--- src/rtl/mole_hit_ctrl.sv ---
// mole_hit_ctrl: debounced whack-a-mole button, lit/dark timing, hit scoring and score write-back into free regfile slots
module mole_hit_ctrl #(
  parameter int DEBOUNCE_CYCLES = 500000,
  parameter int ON_CYCLES = 10000000,
  parameter int OFF_CYCLES = 50000000,
  parameter logic [4:0] SCORE_REG = 5'd30
) (
  input  logic        clk,
  input  logic        reset_n,
  input  logic        btn_n,
  input  logic        cpu_rwe,
  output logic        mole_led,
  output logic        hit_pulse,
  output logic        miss_pulse,
  output logic [31:0] score,
  output logic        wr_en,
  output logic [4:0]  wr_reg,
  output logic [31:0] wr_data
);
  localparam int DW = $clog2(DEBOUNCE_CYCLES + 1);
  typedef enum logic {LIT, DARK} state_t;
  state_t state;
  logic sync1, btn_s, btn_db, btn_db_d, dirty, press, hit;
  logic [DW-1:0] db_cnt;
  logic [31:0] timer;
  assign press = btn_db_d & ~btn_db;
  assign hit = (state == LIT) & press;
  assign wr_en = dirty & ~cpu_rwe;
  assign wr_reg = SCORE_REG;
  assign wr_data = score;
  // synchronise the raw button, accept a new level only after it holds long enough
  always_ff @(posedge clk or negedge reset_n) begin
    if (!reset_n) begin
      sync1 <= 1'b1;
      btn_s <= 1'b1;
      btn_db <= 1'b1;
      btn_db_d <= 1'b1;
      db_cnt <= '0;
    end else begin
      sync1 <= btn_n;
      btn_s <= sync1;
      btn_db_d <= btn_db;
      if (btn_s == btn_db) db_cnt <= '0;
      else if (db_cnt == DW'(DEBOUNCE_CYCLES - 1)) begin
        btn_db <= btn_s;
        db_cnt <= '0;
      end else db_cnt <= db_cnt + 1'b1;
    end
  end
  // lit/dark timing, hit/miss pulses, score and pending-write flag
  always_ff @(posedge clk or negedge reset_n) begin
    if (!reset_n) begin
      state <= LIT;
      timer <= '0;
      mole_led <= 1'b1;
      hit_pulse <= 1'b0;
      miss_pulse <= 1'b0;
      score <= '0;
      dirty <= 1'b0;
    end else begin
      hit_pulse <= hit;
      miss_pulse <= 1'b0;
      if (state == LIT) begin
        if (press) begin
          state <= DARK;
          mole_led <= 1'b0;
          timer <= '0;
        end else if (timer == 32'(ON_CYCLES - 1)) begin
          state <= DARK;
          mole_led <= 1'b0;
          miss_pulse <= 1'b1;
          timer <= '0;
        end else timer <= timer + 32'd1;
      end else if (timer == 32'(OFF_CYCLES - 1)) begin
        state <= LIT;
        mole_led <= 1'b1;
        timer <= '0;
      end else timer <= timer + 32'd1;
      if (hit) score <= score + 32'd1;
      dirty <= hit | (dirty & ~wr_en);
    end
  end
endmodule

--- config.mk ---
export PLATFORM = sky130hd
export DESIGN_NAME = mole_hit_ctrl
export DESIGN_NICKNAME = d
export VERILOG_FILES = /design/src/rtl/mole_hit_ctrl.sv
export SDC_FILE = /design/constraint.sdc
export NUM_CORES = 1
export LEC_CHECK = 0
export CAP_MARGIN = 5
export CORE_MARGIN = 4
export CORE_UTILIZATION = 55
export CTS_BUF_LIST = sky130_fd_sc_hd__clkbuf_8
export DETAILED_ROUTE_END_ITERATION = 6
export GPL_ROUTABILITY_DRIVEN = 0
export PLACE_DENSITY = 0.81
export SLEW_MARGIN = 20
export SYNTH_ARGS = -nofsm -noshare
export SYNTH_HDL_FRONTEND = slang
export SYNTH_SLANG_ARGS = --single-unit
--- constraint.sdc ---
create_clock -name clk -period 2.75 [get_ports clk]
set_input_delay 0.55 -clock clk [delete_from_list [all_inputs] [get_ports clk]]
set_output_delay 0.55 -clock clk [all_outputs]
set_load 0.01 [all_outputs]
==> impl_metrics.yaml, run 1 <==
outcome:
  outcome: "completed"
floorplan:
  die-area_um2: 10050
  die_y_um: 100.3
  io_pins: 77
  rows: 33
  die-width_um: 100.3
  coreArea_um2: 8258
  start_util: 0.5668
global_routing:
  grt_max_degree: 49
  track_usage: 0.1825
  grt_pass1_vias: 3209
  grt_pass1_wl_mm: 14.89
  gr-total-overflow: 0
  antenna_found_initial: 0
clocking:
  cts_root_buf: "clkbuf_8"
  htree_levels: 3
  cts_hold_buffers: 0
  cts_resized: 0
  clockBufferDepth: 2
  clk_pin_slew_ps: 90
  cts_num_sinks: 92
  cts_tree: "built"
  cts_buffers: 9
  cts_setup_buffers: 0
  clock_latency_ps: 360
routing:
  dr.first_iter.drc_count: 122
  vias: 3231
  firstDrtPassIters: 4
  drt-vias-per-instance: 5.385
  routed_wl_mm: 8.591
  drtAntennaViolNets: 0
  remaining_drc_errors: 0
  post_drt_wl_per_cell_um: 14.32
synth:
  yosysMostFrequentCell: "dfrtp_1"
  synth_top_cell_by_area: "dfrtp_1"
  yosysSeqAreaShare: 0.4932
  synth_common_cells: "87 x dfrtp_1, 47 x nor2_1, 43 x xnor2_1"
  synth.avg_cell_area_um2: 10.42
  netlist_instances: 449
  synth_area_leaders: "dfrtp_1 47%, xnor2_1 8.0%, xor2_1 6.4%"
  synth.distinct_cells: 43
  async_flop_share: 1.000
  ys_ff_latch: 92
  syn_area_um2: 4681
  synth_flop_cell: "dfrtp_1"
  synth_edf_count: 0
  yosys_warnings: 0
  synth.top_cell.area_share: 0.4651
finish:
  biggestRegsByFlops: "score x32, timer x32, db_cnt x19"
  seqCellArea_um2: 2308
  fin_util: 0.6576
  layout-drive-gt1-share: 0.1152
  multiInputGateArea_um2: 2009
  finalNetCount: 497
  n_antenna_cell: 0
  num-fill-cells: 651
  syn_to_final_growth_pct: 16.01
timing:
  finalCritPeriodShare: 0.8063
  tightest_slew_ps: 617.8
  rsz0062_at_grt: "no"
  fmax_ghz: 0.4510
  min_period_ps: 2217
  skew_ps: 11.03
  finalSetupViolCount: 0
  slew-limit-headroom: 0.5882
  hold_viol_final: 0
  finalMaxSlewViolations: 0
  setup_tns_ps: 0
critical_path:
  arrival_ps: 2470
  cp-end-kind: "register"
  worstSetupStartpointType: "register"
  crit_start: "timer[0]"
  crit_path_max_fanout: 30
  path_class: "reg -> reg"
  crit_required_ps: 3000
  reg2reg_from: "timer[0]"
worst_hold_path:
  hp-class: "in -> async"
placement:
  dpl.hpwl_mm: 6.291
  port_buffers: 71
power:
  power_density_nw_per_um2: 421.5
  vdd_drop_max_uv: 209.2
  power_leakage_nw: 2.360
run:
  maxCapViolations: 0
## metrics by stage
step / total power, W / hold WS [ps] / std cells / setup slack [ps] / instance area, µm²
6_report: 0.002289 / 189.0 / 600 / 532.7 / 5430
5_1_grt: 0.002372 / 237.6 / 600 / 382.5 / 5430
4_1_cts: 0.002312 / 211.5 / 600 / 542.7 / 5430
3_5_place_dp: 0.001440 / 352.9 / 584 / 547.3 / 5239
3_3_place_gp: 0.001437 / 346.3 / 584 / 546.1 / 5239
2_1_floorplan: 0.001407 / 254.4 / 452 / 790.8 / 4692
## cell families (layout without fill, tap and decap cells)
| kind of cell | count (synthesis) | count (layout) | synth area share |
|---|---|---|---|
| compound gates | 4 | 4 | 0.01016 |
| xor+xnor | 77 | 77 | 0.1441 |
| flops | 92 | 92 | 0.4932 |
| fa+ha+maj | 3 | 3 | 0.008020 |
| mux | 4 | 4 | 0.009088 |
| other cells | 2 | 5 | 0.001604 |
| simple gates | 211 | 211 | 0.2539 |
| buf+inv | 56 | 99 | 0.07992 |
## worst max-delay path, cell delays in order, from the launching register on
cell,delay [ps]
dfrtp_1,410
ha_1,200
nand3_1,210
nor2_1,420
nand3_2,200
o311ai_4,340
buf_12,250
nor2_1,80
## layer usage
metal	wire length (µm)	up-vias	GRT usage
li1	-	1551	-
met1	3735	1582	0.2311
met2	4256	89	0.3150
met3	504	9	0.03614
met4	95	0	0.05803
met5	0	-	0
## final cells by class
type | instances | area share
clock buffer | 9 | 0.02281
clock inverter | 7 | 0.01244
inverter | 9 | 0.006221
multi-input combinational | 304 | 0.3700
sequential | 92 | 0.4251
tap | 105 | 0.02419
timing repair buffer | 74 | 0.1392
## where the power goes
group | internal [W] | switching [W]
registers | 0.00136 | 0.00000439
logic | 0.0000110 | 0.0000371
clock network | 0.000355 | 0.000523
## path summary, 6_finish.rpt
path / endpoint / slack (ps) / depth (start not counted)
max in group asynchronous: sync1 / 1850 / 2
worst min-delay path: score[30] / 190 / 1
min in group clk: btn_s / 360 / 0
worst max register to register: timer[18] / 530 / 7
worst max-delay path: timer[18] / 530 / 7
worst min register to register: btn_s / 360 / 0
## cells in the final DEF, fill, tap and decap left out, drive strengths merged, types with 4 or more instances in the layout
master          n
xor2           34
nand4          22
nor4            9
conb            5
buf             4
dfstp           5
inv            14
xnor2          43
and3            9
dfrtp          87
nand2          33
clkbuf          9
nor2           67
and4            9
nor4b           4
nor3            8
nand3          31
clkdlybuf4s50  70
(Power assumes the default switching activity.)
==> run 2: changes to the inputs <==
--- a/config.mk
+++ b/config.mk
@@ -7,11 +7,11 @@
 export LEC_CHECK = 0
 export CAP_MARGIN = 5
 export CORE_MARGIN = 4
-export CORE_UTILIZATION = 55
+export CORE_UTILIZATION = 50
 export CTS_BUF_LIST = sky130_fd_sc_hd__clkbuf_8
 export DETAILED_ROUTE_END_ITERATION = 6
 export GPL_ROUTABILITY_DRIVEN = 0
-export PLACE_DENSITY = 0.81
+export PLACE_DENSITY = 0.78
 export SLEW_MARGIN = 20
 export SYNTH_ARGS = -nofsm -noshare
 export SYNTH_HDL_FRONTEND = slang
==> constraint.sdc (replaced) <==
create_clock -name clk -period 1.94 [get_ports clk]
set_input_delay 0.388 -clock clk [delete_from_list [all_inputs] [get_ports clk]]
set_output_delay 0.388 -clock clk [all_outputs]
set_load 0.01 [all_outputs]
==> run 2 against run 1 <==
The flow now finishes with violations (setup timing). Wire length up 12%. Sequential share of layout area fell by 2.9 points. Final cell count grew 7.7%. Critical endpoint is now timer[26]. Largest power group unchanged.
==> impl_metrics.yaml, run 2 (synthesis results as in run 1) <==
clocking:
  clock_latency_ps: 360
  cts_tree: "built"
  clk_pin_slew_ps: 80
  cts_buffers: 9
  htree_levels: 3
  clockBufferDepth: 2
  cts_num_sinks: 92
  cts_root_buf: "clkbuf_8"
timing:
  rsz0062_at_grt: "yes"
  min_period_ps: 2017
  holdWs_ps: 360.9
  finalCritPeriodShare: 1.040
  hold_viol_final: 0
  finalMaxSlewViolations: 0
  finalSetupViolCount: 32
  fmax_ghz: 0.4958
  layout_setup_ws_ps: -77.07
  skew_ps: 17.89
finish:
  layout-drive-gt1-share: 0.1794
  layout_common_cells: "87 x dfrtp_1, 70 x clkdlybuf4s50_1, 46 x nor2_1"
  fin_cells: 646
  layout_commonest_cell: "dfrtp_1"
  syn_to_final_growth_pct: 24.43
  seqCellArea_um2: 2308
  num-fill-cells: 724
  finalNetCount: 537
  multiInputGateArea_um2: 2068
  biggestRegsByFlops: "score x32, timer x32, db_cnt x19"
  finalInstanceArea_um2: 5824
  n_antenna_cell: 0
power:
  power_leakage_nw: 2.598
  vdd_drop_max_uv: 290.2
  totalPowerFinal_w: 0.003148
  power_density_nw_per_um2: 540.6
floorplan:
  start_util: 0.5090
  die-area_um2: 10970
  io_pins: 77
  die_y_um: 104.8
  die-width_um: 104.8
  rows: 35
  coreArea_um2: 9196
global_routing:
  gr-total-overflow: 0
  track_usage: 0.1813
  grt_pass1_vias: 3460
  grt_pass1_wl_mm: 16.53
  antenna_found_initial: 0
  grt_max_degree: 38
critical_path:
  crit_start: "timer[28]"
  path_class: "reg -> reg"
  ff2ff_path_depth: 7
  crit_path_max_fanout: 8
  crit_required_ps: 2180
  cp-end-kind: "register"
  reg2reg_from: "timer[28]"
  worstSetupStartpointType: "register"
  cp-endpoint: "timer[26]"
  reg2reg_slack_ps: -80
  r2r-end: "timer[26]"
  arrival_ps: 2260
worst_hold_path:
  hp-class: "reg -> reg"
  min-delay-start: "sync1"
routing:
  routed_wl_mm: 9.639
  remaining_drc_errors: 0
  post_drt_wl_per_cell_um: 14.92
  vias: 3395
  firstDrtPassIters: 4
  drtAntennaViolNets: 0
  dr.first_iter.drc_count: 169
  drt-vias-per-instance: 5.255
run:
  maxCapViolations: 0
placement:
  placed_cells: 622
  post-place-ws_ps: -62.86
  place_area_um2: 5487
  dpl.hpwl_mm: 6.731
  port_buffers: 71
outcome:
  outcome: "finished with violations"
  violations: "setup timing"
## run 2: changes by cell type in the layout (fill, tap and decap cells not counted), moves of 2 or more
cell    change
buf_4      +36
nor2_4      +8
nor2_2      -7
inv_1       +3
inv_8       -3
buf_16      +2
inv_6       -2
## run 2: metal layers
| metal | GRT usage | vias to the layer above | wire (µm) |
|---|---|---|---|
| met5 | 0 | - | 0 |
| met4 | 0.06279 | 0 | 147 |
| met3 | 0.03706 | 14 | 409 |
| met2 | 0.3126 | 80 | 4813 |
| met1 | 0.2264 | 1669 | 4268 |
| li1 | - | 1632 | - |
## run 2: worst min-delay path by stage
stage / slack, ps / to / depth (start not counted)
2_1_floorplan: 90 / db_cnt[0] / 0
3_3_place_gp: 350 / btn_s / 0
3_5_place_dp: 350 / btn_s / 0
4_1_cts: 360 / btn_s / 0
5_1_grt: 370 / btn_s / 0
6_report: 360 / btn_s / 0
## run 2: layout make-up
type,instances,area share
clock inverter,6,0.006015
timing repair buffer,114,0.1893
multi-input combinational,304,0.3551
sequential,92,0.3963
clock buffer,10,0.02363
tap,111,0.02385
inverter,9,0.005800
## run 2: worst max-delay path, cell delays in order (launching register included)
cell and delay, ps:
dfrtp_1 400, or4_4 550, nor4_4 170, nand3_2 140
o311ai_4 270, buf_6 180, buf_16 150, nor2_2 50
## run 2: timing repair
item	4_1_cts	5_1_grt
hold buffers	1	0
pin swaps	6	2
setup endpoints to repair	30	33
gates cloned	2	0
resized for setup	9	6
endpoints found under the hold margin	10	0
setup buffers	3	2
## run 2: power by group
| group | switching [W] | internal (W) |
|---|---|---|
| combinational | 0.0000552 | 0.0000206 |
| clock | 0.000651 | 0.000490 |
| sequential | 0.00000637 | 0.00192 |
| total | 0.000713 | 0.00244 |
## run 2: through the flow
stage	TNS [ps]	util
floorplan	0	-
global placement	0	0.5966
detailed placement	-1020	0.5966
CTS	-1395	0.6286
global route	-4669	0.6333
finish	-1785	0.6333
